$ cat src/rtl/hazard_ctrl.sv
// Pipeline hazard unit: load-use / memory-wait / redirect control, stall counter and operand forwarding.
// Define HAZ_FWD_EN to forward MEM/WB results; without it every RAW match against EX/MEM/WB stalls.
module hazard_ctrl (
    input  logic        clk,
    input  logic        rst,
    input  logic [6:0]  id_opcode,
    input  logic [4:0]  id_rs1_addr,
    input  logic [4:0]  id_rs2_addr,
    input  logic [4:0]  ex_rd_addr,
    input  logic        ex_reg_write,
    input  logic        ex_is_load,
    input  logic [4:0]  mem_rd_addr,
    input  logic        mem_reg_write,
    input  logic [4:0]  wb_rd_addr,
    input  logic        wb_reg_write,
    input  logic        ex_branch_taken,
    input  logic        im_stall,
    input  logic        dm_stall,
    output logic        pc_stall,
    output logic        ifid_stall,
    output logic        ifid_flush,
    output logic        idex_flush,
    output logic        exmem_stall,
    output logic [1:0]  fwd_a_sel,
    output logic [1:0]  fwd_b_sel,
    output logic [15:0] stall_cnt
);
    localparam int unsigned OP_W   = 7;
    localparam int unsigned REG_AW = 5;
    localparam int unsigned CNT_W  = 16;

    localparam logic [1:0] ST_RUN      = 2'd0;
    localparam logic [1:0] ST_LU_STALL = 2'd1;
    localparam logic [1:0] ST_MEM_WAIT = 2'd2;
    localparam logic [1:0] ST_REDIR    = 2'd3;

    localparam logic [OP_W-1:0] OP_LUI    = 7'b0110111;
    localparam logic [OP_W-1:0] OP_AUIPC  = 7'b0010111;
    localparam logic [OP_W-1:0] OP_JAL    = 7'b1101111;
    localparam logic [OP_W-1:0] OP_RTYPE  = 7'b0110011;
    localparam logic [OP_W-1:0] OP_STORE  = 7'b0100011;
    localparam logic [OP_W-1:0] OP_BRANCH = 7'b1100011;

    localparam logic [1:0] FWD_RF = 2'b00;

    logic [1:0]       state_q, state_d;
    logic             pend_q, pend_d, pend_set;
    logic [CNT_W-1:0] cnt_q;
    logic             rs1_used, rs2_used;
    logic             ex_hit, mem_hit_a, mem_hit_b, wb_hit_a, wb_hit_b;
    logic             load_use, raw_stall;
    logic             stall_req, mem_hold, flush_if, flush_ex;

    // x0 never matches; a source only counts when the opcode actually reads it
    function automatic logic reg_hit(input logic used, input logic [REG_AW-1:0] rs,
                                     input logic wen, input logic [REG_AW-1:0] rd);
        return used && wen && (rs != '0) && (rs == rd);
    endfunction

    always_comb begin
        rs1_used  = (id_opcode != OP_LUI) && (id_opcode != OP_AUIPC) && (id_opcode != OP_JAL);
        rs2_used  = (id_opcode == OP_RTYPE) || (id_opcode == OP_STORE) || (id_opcode == OP_BRANCH);
        ex_hit    = reg_hit(rs1_used, id_rs1_addr, ex_reg_write, ex_rd_addr)
                 || reg_hit(rs2_used, id_rs2_addr, ex_reg_write, ex_rd_addr);
        mem_hit_a = reg_hit(rs1_used, id_rs1_addr, mem_reg_write, mem_rd_addr);
        mem_hit_b = reg_hit(rs2_used, id_rs2_addr, mem_reg_write, mem_rd_addr);
        wb_hit_a  = reg_hit(rs1_used, id_rs1_addr, wb_reg_write, wb_rd_addr);
        wb_hit_b  = reg_hit(rs2_used, id_rs2_addr, wb_reg_write, wb_rd_addr);
        load_use  = ex_is_load && ex_hit;
    end

`ifdef HAZ_FWD_EN
    localparam logic [1:0] FWD_MEM = 2'b01;
    localparam logic [1:0] FWD_WB  = 2'b10;

    assign raw_stall = 1'b0;

    // MEM is the younger producer, so it wins over WB
    always_comb begin
        fwd_a_sel = FWD_RF;
        fwd_b_sel = FWD_RF;
        if (rst && mem_hit_a)     fwd_a_sel = FWD_MEM;
        else if (rst && wb_hit_a) fwd_a_sel = FWD_WB;
        if (rst && mem_hit_b)     fwd_b_sel = FWD_MEM;
        else if (rst && wb_hit_b) fwd_b_sel = FWD_WB;
    end
`else
    assign raw_stall = ex_hit || mem_hit_a || mem_hit_b || wb_hit_a || wb_hit_b;
    assign fwd_a_sel = FWD_RF;
    assign fwd_b_sel = FWD_RF;
`endif

    // Next state and pipeline controls; a data-memory wait overrides everything else
    always_comb begin
        state_d   = state_q;
        pend_set  = 1'b0;
        stall_req = 1'b0;
        mem_hold  = 1'b0;
        flush_if  = 1'b0;
        flush_ex  = 1'b0;
        if (dm_stall) begin
            mem_hold = 1'b1;
            state_d  = ST_MEM_WAIT;
        end else begin
            flush_if = pend_q;
            case (state_q)
                ST_RUN: begin
                    if (ex_branch_taken) begin
                        flush_ex = 1'b1;
                        if (im_stall) begin
                            state_d  = ST_REDIR;
                            pend_set = 1'b1;
                        end else begin
                            flush_if = 1'b1;
                        end
                    end else if (load_use) begin
                        stall_req = 1'b1;
                        flush_ex  = 1'b1;
                        state_d   = ST_LU_STALL;
                    end else if (raw_stall) begin
                        stall_req = 1'b1;
                        flush_ex  = 1'b1;
                    end
                end
                ST_LU_STALL: begin
                    stall_req = 1'b1;
                    flush_ex  = 1'b1;
                    state_d   = ST_RUN;
                end
                ST_MEM_WAIT: begin
                    state_d = ST_RUN;
                    if (raw_stall) begin
                        stall_req = 1'b1;
                        flush_ex  = 1'b1;
                    end
                end
                ST_REDIR: begin
                    flush_if = 1'b1;
                    if (!im_stall) state_d = ST_RUN;
                end
                default: state_d = ST_RUN;
            endcase
        end
        pend_d = pend_set || (pend_q && !flush_if);
    end

    // Everything is forced low while reset is held
    always_comb begin
        pc_stall    = rst && (stall_req || mem_hold);
        ifid_stall  = rst && (stall_req || mem_hold) && !flush_if;
        ifid_flush  = rst && flush_if;
        idex_flush  = rst && flush_ex;
        exmem_stall = rst && mem_hold;
    end

    always_ff @(posedge clk or negedge rst) begin
        if (!rst) begin
            state_q <= ST_RUN;
            pend_q  <= 1'b0;
            cnt_q   <= '0;
        end else begin
            state_q <= state_d;
            pend_q  <= pend_d;
            if (pc_stall && (cnt_q != '1)) cnt_q <= cnt_q + CNT_W'(1);
        end
    end

    assign stall_cnt = cnt_q;
endmodule
$ cat config.mk
export PLATFORM = sky130hd
export DESIGN_NAME = hazard_ctrl
export DESIGN_NICKNAME = d
export VERILOG_FILES = /design/src/rtl/hazard_ctrl.sv
export SDC_FILE = /design/constraint.sdc
export NUM_CORES = 1
export LEC_CHECK = 0
export ABC_CLOCK_PERIOD_IN_PS = 1790
export BUFFER_PORTS_ARGS = -buffer_cell sky130_fd_sc_hd__buf_4
export CAP_MARGIN = 20
export CELL_PAD_IN_SITES_DETAIL_PLACEMENT = 2
export CELL_PAD_IN_SITES_GLOBAL_PLACEMENT = 2
export CORE_MARGIN = 8
export CORE_UTILIZATION = 24
export CTS_BUF_LIST = sky130_fd_sc_hd__clkbuf_16
export DETAILED_ROUTE_END_ITERATION = 7
export GPL_TIMING_DRIVEN = 0
export PLACE_DENSITY = 0.87
export SYNTH_ARGS = -nofsm -noshare
export SYNTH_HDL_FRONTEND = slang
export SYNTH_SLANG_ARGS = --single-unit
$ cat constraint.sdc
create_clock -name clk -period 1.79 [get_ports clk]
set_input_delay 0.179 -clock clk [delete_from_list [all_inputs] [get_ports clk]]
set_output_delay 0.179 -clock clk [all_outputs]
set_load 0.005 [all_outputs]
# After elaboration in Yosys (flattened, before gate mapping)
# Cells that the tools add are included.
[word_totals]
regBits = 19
latch_bits = 0
ram_bits = 0
romBits = 0
in_bits = 41
output_inout_bits = 25
wordCells = 89
memories = 0
[op_classes]
addsub = 1
mul = 0
n_div = 0
magnitude_cmp = 0
eq_ne = 19
n_shift = 0
n_mux = 23
bitwise_logic = 0
reduce_logical = 43
[ops]
columns = ["cell", "count"]
rows = [
  ["equality test 5 bit", 6],
  ["logical AND 1 bit", 28],
  ["adder 16 x 1 -> 16 bit (second input constant)", 1],
  ["inequality test 16 bit (second input constant)", 1],
  ["equality test 7 x 6 -> 1 bit (second input constant)", 2],
  ["2-to-1 mux 1 bit", 14],
  ["2-to-1 mux 2 bit", 5],
  ["nonzero test 5 bit", 2],
  ["logical OR 1 bit", 9],
  ["inequality test 4 bit (second input constant)", 2],
  ["equality test 7 bit (second input constant)", 1],
  ["inequality test 7 x 5 -> 1 bit (second input constant)", 1],
  ["inequality test 7 x 6 -> 1 bit (second input constant)", 1],
  ["inequality test 7 bit (second input constant)", 1],
  ["one-hot mux 1 bit (3 select lines)", 2],
  ["one-hot mux 2 bit (3 select lines)", 1],
  ["equality test 2 bit (second input constant)", 2],
  ["inequality test 3 bit (second input constant)", 1],
  ["AND reduction 3 bit", 1],
  ["equality test 2 x 1 -> 1 bit (second input constant)", 1],
  ["logical NOT 2 bit", 1],
  ["one-hot mux 1 bit (2 select lines)", 1],
  ["OR reduction 2 bit", 1],
  ["logical NOT 1 bit", 1],
]

# Logic depth before layout (Yosys ltp)
[logic_depth]
depth_word = 19
ltp_mapped = 9
ltp_nobuf = 8

# Worst setup path after synthesis
# Ideal clock, no wire load.
[synth_path]
path_kind = "register to register"
startpoint = "register cnt_q[0], in the netlist stall_cnt[0]"
endpoint = "register cnt_q[7], in the netlist stall_cnt[7]"
setup_time_ps = 80
t_arrival_ps = 1798
t_required_ps = 1710
path_slack_ps = -88
stages_incl_launch_ff = 9
path_buffers = 1
period_less_slack_ps = 1878
path_cell_list = "dfrtp_1 -> ha_1 -> nand4_1 -> nor3_1 -> nor3_1 -> a21oi_4 -> buf_6 -> nor3_1 -> xnor2_1"
[synth_between]
elab_chain_cells = 2
elab_cells_between_ends = 3
cone_classes = "1 x add/sub; 1 x eq/ne; 1 x reduce/logical"
[synth_rtl]
columns = ["element", "line", "rtl"]
rows = [
  ["start, declared", "48", "logic [CNT_W-1:0] cnt_q;"],
  ["start signal, assigned", "164", "if (pc_stall && (cnt_q != '1)) cnt_q <= cnt_q + CNT_W'(1);"],
  ["branches (longest 2 deep; another with adder 16 x 1 -> 16 bit)", "-", ""],
]
# Parallel ways; which one is timed is not known.
# A chain may end at the register's enable or synchronous reset.

# Final worst setup path
[layout_path]
startpoint = "input port id_rs1_addr[1]"
endpoint = "output port idex_flush"
[layout_between]
elab_chain_cells = 14
elab_cells_between_ends = 22
cone_classes = "3 x eq/ne; 5 x mux; 14 x reduce/logical"
[layout_rtl]
columns = ["element", "line", "rtl"]
rows = [
  ["start, declared", "7", "input logic [4:0] id_rs1_addr,"],
  ["nonzero test 5 bit", "57", "return used && wen && (rs != '0) && (rs == rd);"],
  ["logical AND 1 bit (2 in a row)", "57", ""],
  ["logical OR 1 bit", "64", "|| reg_hit(rs2_used, id_rs2_addr, ex_reg_write, ex_rd_addr);"],
  ["logical OR 1 bit (4 in a row)", "88", "assign raw_stall = ex_hit || mem_hit_a || mem_hit_b || wb_hit_a || wb_hit_b;"],
  ["2-to-1 mux 1 bit", "120, 132", ""],
  ["2-to-1 mux 1 bit", "116", "end else if (load_use) begin"],
  ["2-to-1 mux 1 bit", "108", "if (ex_branch_taken) begin"],
  ["one-hot mux 1 bit (3 select lines) *", "106", "case (state_q)"],
  ["2-to-1 mux 1 bit *", "101", "if (dm_stall) begin"],
  ["logical AND 1 bit *", "152", "idex_flush = rst && flush_ex;"],
  ["end, declared", "22", "output logic idex_flush,"],
]
# Every way passes the cells marked *; elsewhere a longest branch is shown, timed or not.

==> metrics.cfg <==
[timing]
max_slew_margin=0.354
max_freq_mhz=474
fin_crit_ns=2.11
final-setup-viol-count=22
slew_viol_final=0
tightest_slew_ns=0.966
whs_ns=0.225
finalCritPeriodShare=1.18
fin_ws_ns=-0.319
fin_skew_ns=0.00427
rsz0062_at_grt=true
finalHoldViolCount=0

[clock_tree]
numCtsBuffers=3
worst_skew_pair.late_latency_ns=0.27
h-tree-depth=1
cts.sinks=19
clk_pin_slew_worst_paths_ns=0.06
cts_tree=yes
clockBufferDepth=2
cts_root_buf=clkbuf_16

[finish]
final_layout_size_suffix_gt1_frac=0.589
synthToLayoutAreaGrowth_pct=90.4
diodes=0
fillCellCount=658
finalNetCount=334

[logic_synthesis]
synth_edf_count=0
ys_types=33
syn_inst=183
yosys_warnings=0
synth_area_per_cell_um2=8.73
yosys.area.top_type=dfrtp_1
ys_ff_latch=19
post-synth-top-count-cell=xor2_1
synth_area_um2=1600
yosys_most_used_dff=dfrtp_1
ys_seq_area_frac=0.298
ys_top_cells_by_area=dfrtp_1, xor2_1, xnor2_1, ha_1, nor4_1
synth_common_cells=xor2_1, dfrtp_1, nor2_1
yosys.area.top_type_share=0.298
async_reset_ff_frac=1.00

[power]
p_leak_nw=1.40
ir_drop_v=0.000521
p_sw_mw=1.04
internal-power_mw=1.53
clkPwrFrac=0.192
powerDensity_nw_per_um2=846
combPwrFrac=0.556
p_total_mw=2.57
seq_power_share=0.252
sw_frac_of_total=0.405

[critical_path]
crit_path_start_kind=primary input
critical_path_required_ns=1.61
end_kind=output pin
ff2ff_setup_slack_ns=-0.28
rr_endpoint=stall_cnt[11]$_DFFE_PN0P_
crit_fanout=3
r2r-start=state_q[0]$_DFFE_PN0P_
crit_type=in -> out
r2r_cells=9
crit_start=id_rs1_addr[1]
cp.arrival_ns=1.93

[floorplan]
ioPinCount=66
die_w_um=97.6
core_area_um2=6390
start_util=0.250
core.rowCount=29
floorplan.die_area_um2=9520
die-height_um=97.6

[global_route]
grt-ovfl-total=0
grt_pass1_vias=2159
grt_max_degree=20
antenna_found_initial=0
grt_pass1_wl_um=13100
track_usage=0.173

[placement]
io_buffers=60
hpwl_um=4930
place.gp.congestion=0.858

[job]
cap_violations=0

[routing]
firstDrtPassIters=4
drt_iter0_drc=71
routed_via_density=5.25
dr_total_vias=1901
drc=0
routed_wl_um=10100
routedWlPerCell_um=27.8
ant_nets=0

[worst_hold_path]
hold_depth=3
hp-start=im_stall
min_path_type=in -> reg
holdPathEnd=pend_q$_DFF_PN0_

[run_status]
failed_checks=setup timing
status=finished, violations left

-- cell families (layout without fill, tap and decap cells) --
kind of cell	after synthesis	in the layout	synth area share
other cells	1	4	0.00235
buf+inv	16	115	0.0517
mux	3	3	0.0196
flops	19	19	0.298
compound gates	20	20	0.0908
simple gates	72	72	0.237
fa+ha+maj	7	7	0.0548
xor+xnor	45	45	0.247
-- routing by layer --
metal,GRT usage,part of all wire
met1,0.173,0.36
met2,0.350,0.56
met5,0,0
met3,0.0292,0.034
met4,0.0466,0.040
-- power by group through the flow --
| stage | Combinational, mW | Sequential (mW) | Clock (mW) |
|---|---|---|---|
| 6_report | 1.43 | 0.649 | 0.494 |
| 5_1_grt | 1.48 | 0.654 | 0.520 |
| 4_1_cts | 1.07 | 0.614 | 0.475 |
| 3_5_place_dp | 0.697 | 0.673 | 0 |
| 3_3_place_gp | 0.653 | 0.664 | 0 |
| 2_1_floorplan | 0.335 | 0.644 | 0 |
-- metrics by stage --
stage                     std cells  instance area, um^2   util  worst slack (ns)  setup TNS, ns
final                           362                 3040  0.476            -0.319          -4.81
after global routing            362                 3040  0.476            -0.347          -5.81
after CTS                       352                 2640  0.414            -0.200          -1.55
after detailed placement        323                 2170  0.339            -0.388          -6.19
after global placement          323                 2170  0.339            -0.332          -5.12
after floorplan                 186                 1620      -            0.0127              0
-- how the worst max path moves through the flow --
stage | endpoint | slack (ns)
after CTS | ifid_stall | -0.20
after global placement | stall_cnt[8]$_DFFE_PN0P_ | -0.33
after global routing | idex_flush | -0.35
after floorplan | stall_cnt[12]$_DFFE_PN0P_ | 0.01
final | idex_flush | -0.32
after detailed placement | stall_cnt[12]$_DFFE_PN0P_ | -0.39
-- state kept, by name, summed over array words and instances, names as in the netlist --
signal and flops:
pend_q 1, stall_cnt 16, state_q 2
-- placed cells by master, fill, tap and decap left out, drive strengths merged, types with 8 or more instances in the layout --
cell and count:
xnor2 11, nand3 11, nor3 10, xor2 34
buf 99, nor2 16, nor4 10, inv 10
dfrtp 19, a21oi 9, and3 8, nand2 8
-- what timing repair did --
item,in CTS,in global routing
setup endpoints to repair,20,22
pin swaps,21,24
cloned,1,0
endpoints found under the hold margin,19,0
resized for setup,48,59
setup buffers,23,10
hold buffers,1,0
-- cell type report --
cell class / count / area [um^2] / share of cell area
multi-input cells: 151 / 1490 / 0.488
repair buffers: 95 / 810 / 0.266
flip-flops and latches: 19 / 480 / 0.158
well taps: 77 / 96.3 / 0.0317
clock buffers: 3 / 75.1 / 0.0247
plain buffers: 6 / 53.8 / 0.0177
inverters: 10 / 37.5 / 0.0123
clock inverters: 1 / 5.00 / 0.00164
-- worst max-delay path: stages --
cell,delay [ns]
buf_8,0.11
or4_4,0.53
o22a_4,0.25
o31ai_4,0.09
nand2_2,0.14
a21o_1,0.21
a21oi_2,0.19
nor3_1,0.07
buf_4,0.16
Note: power is estimated with default switching activity, not from simulation.
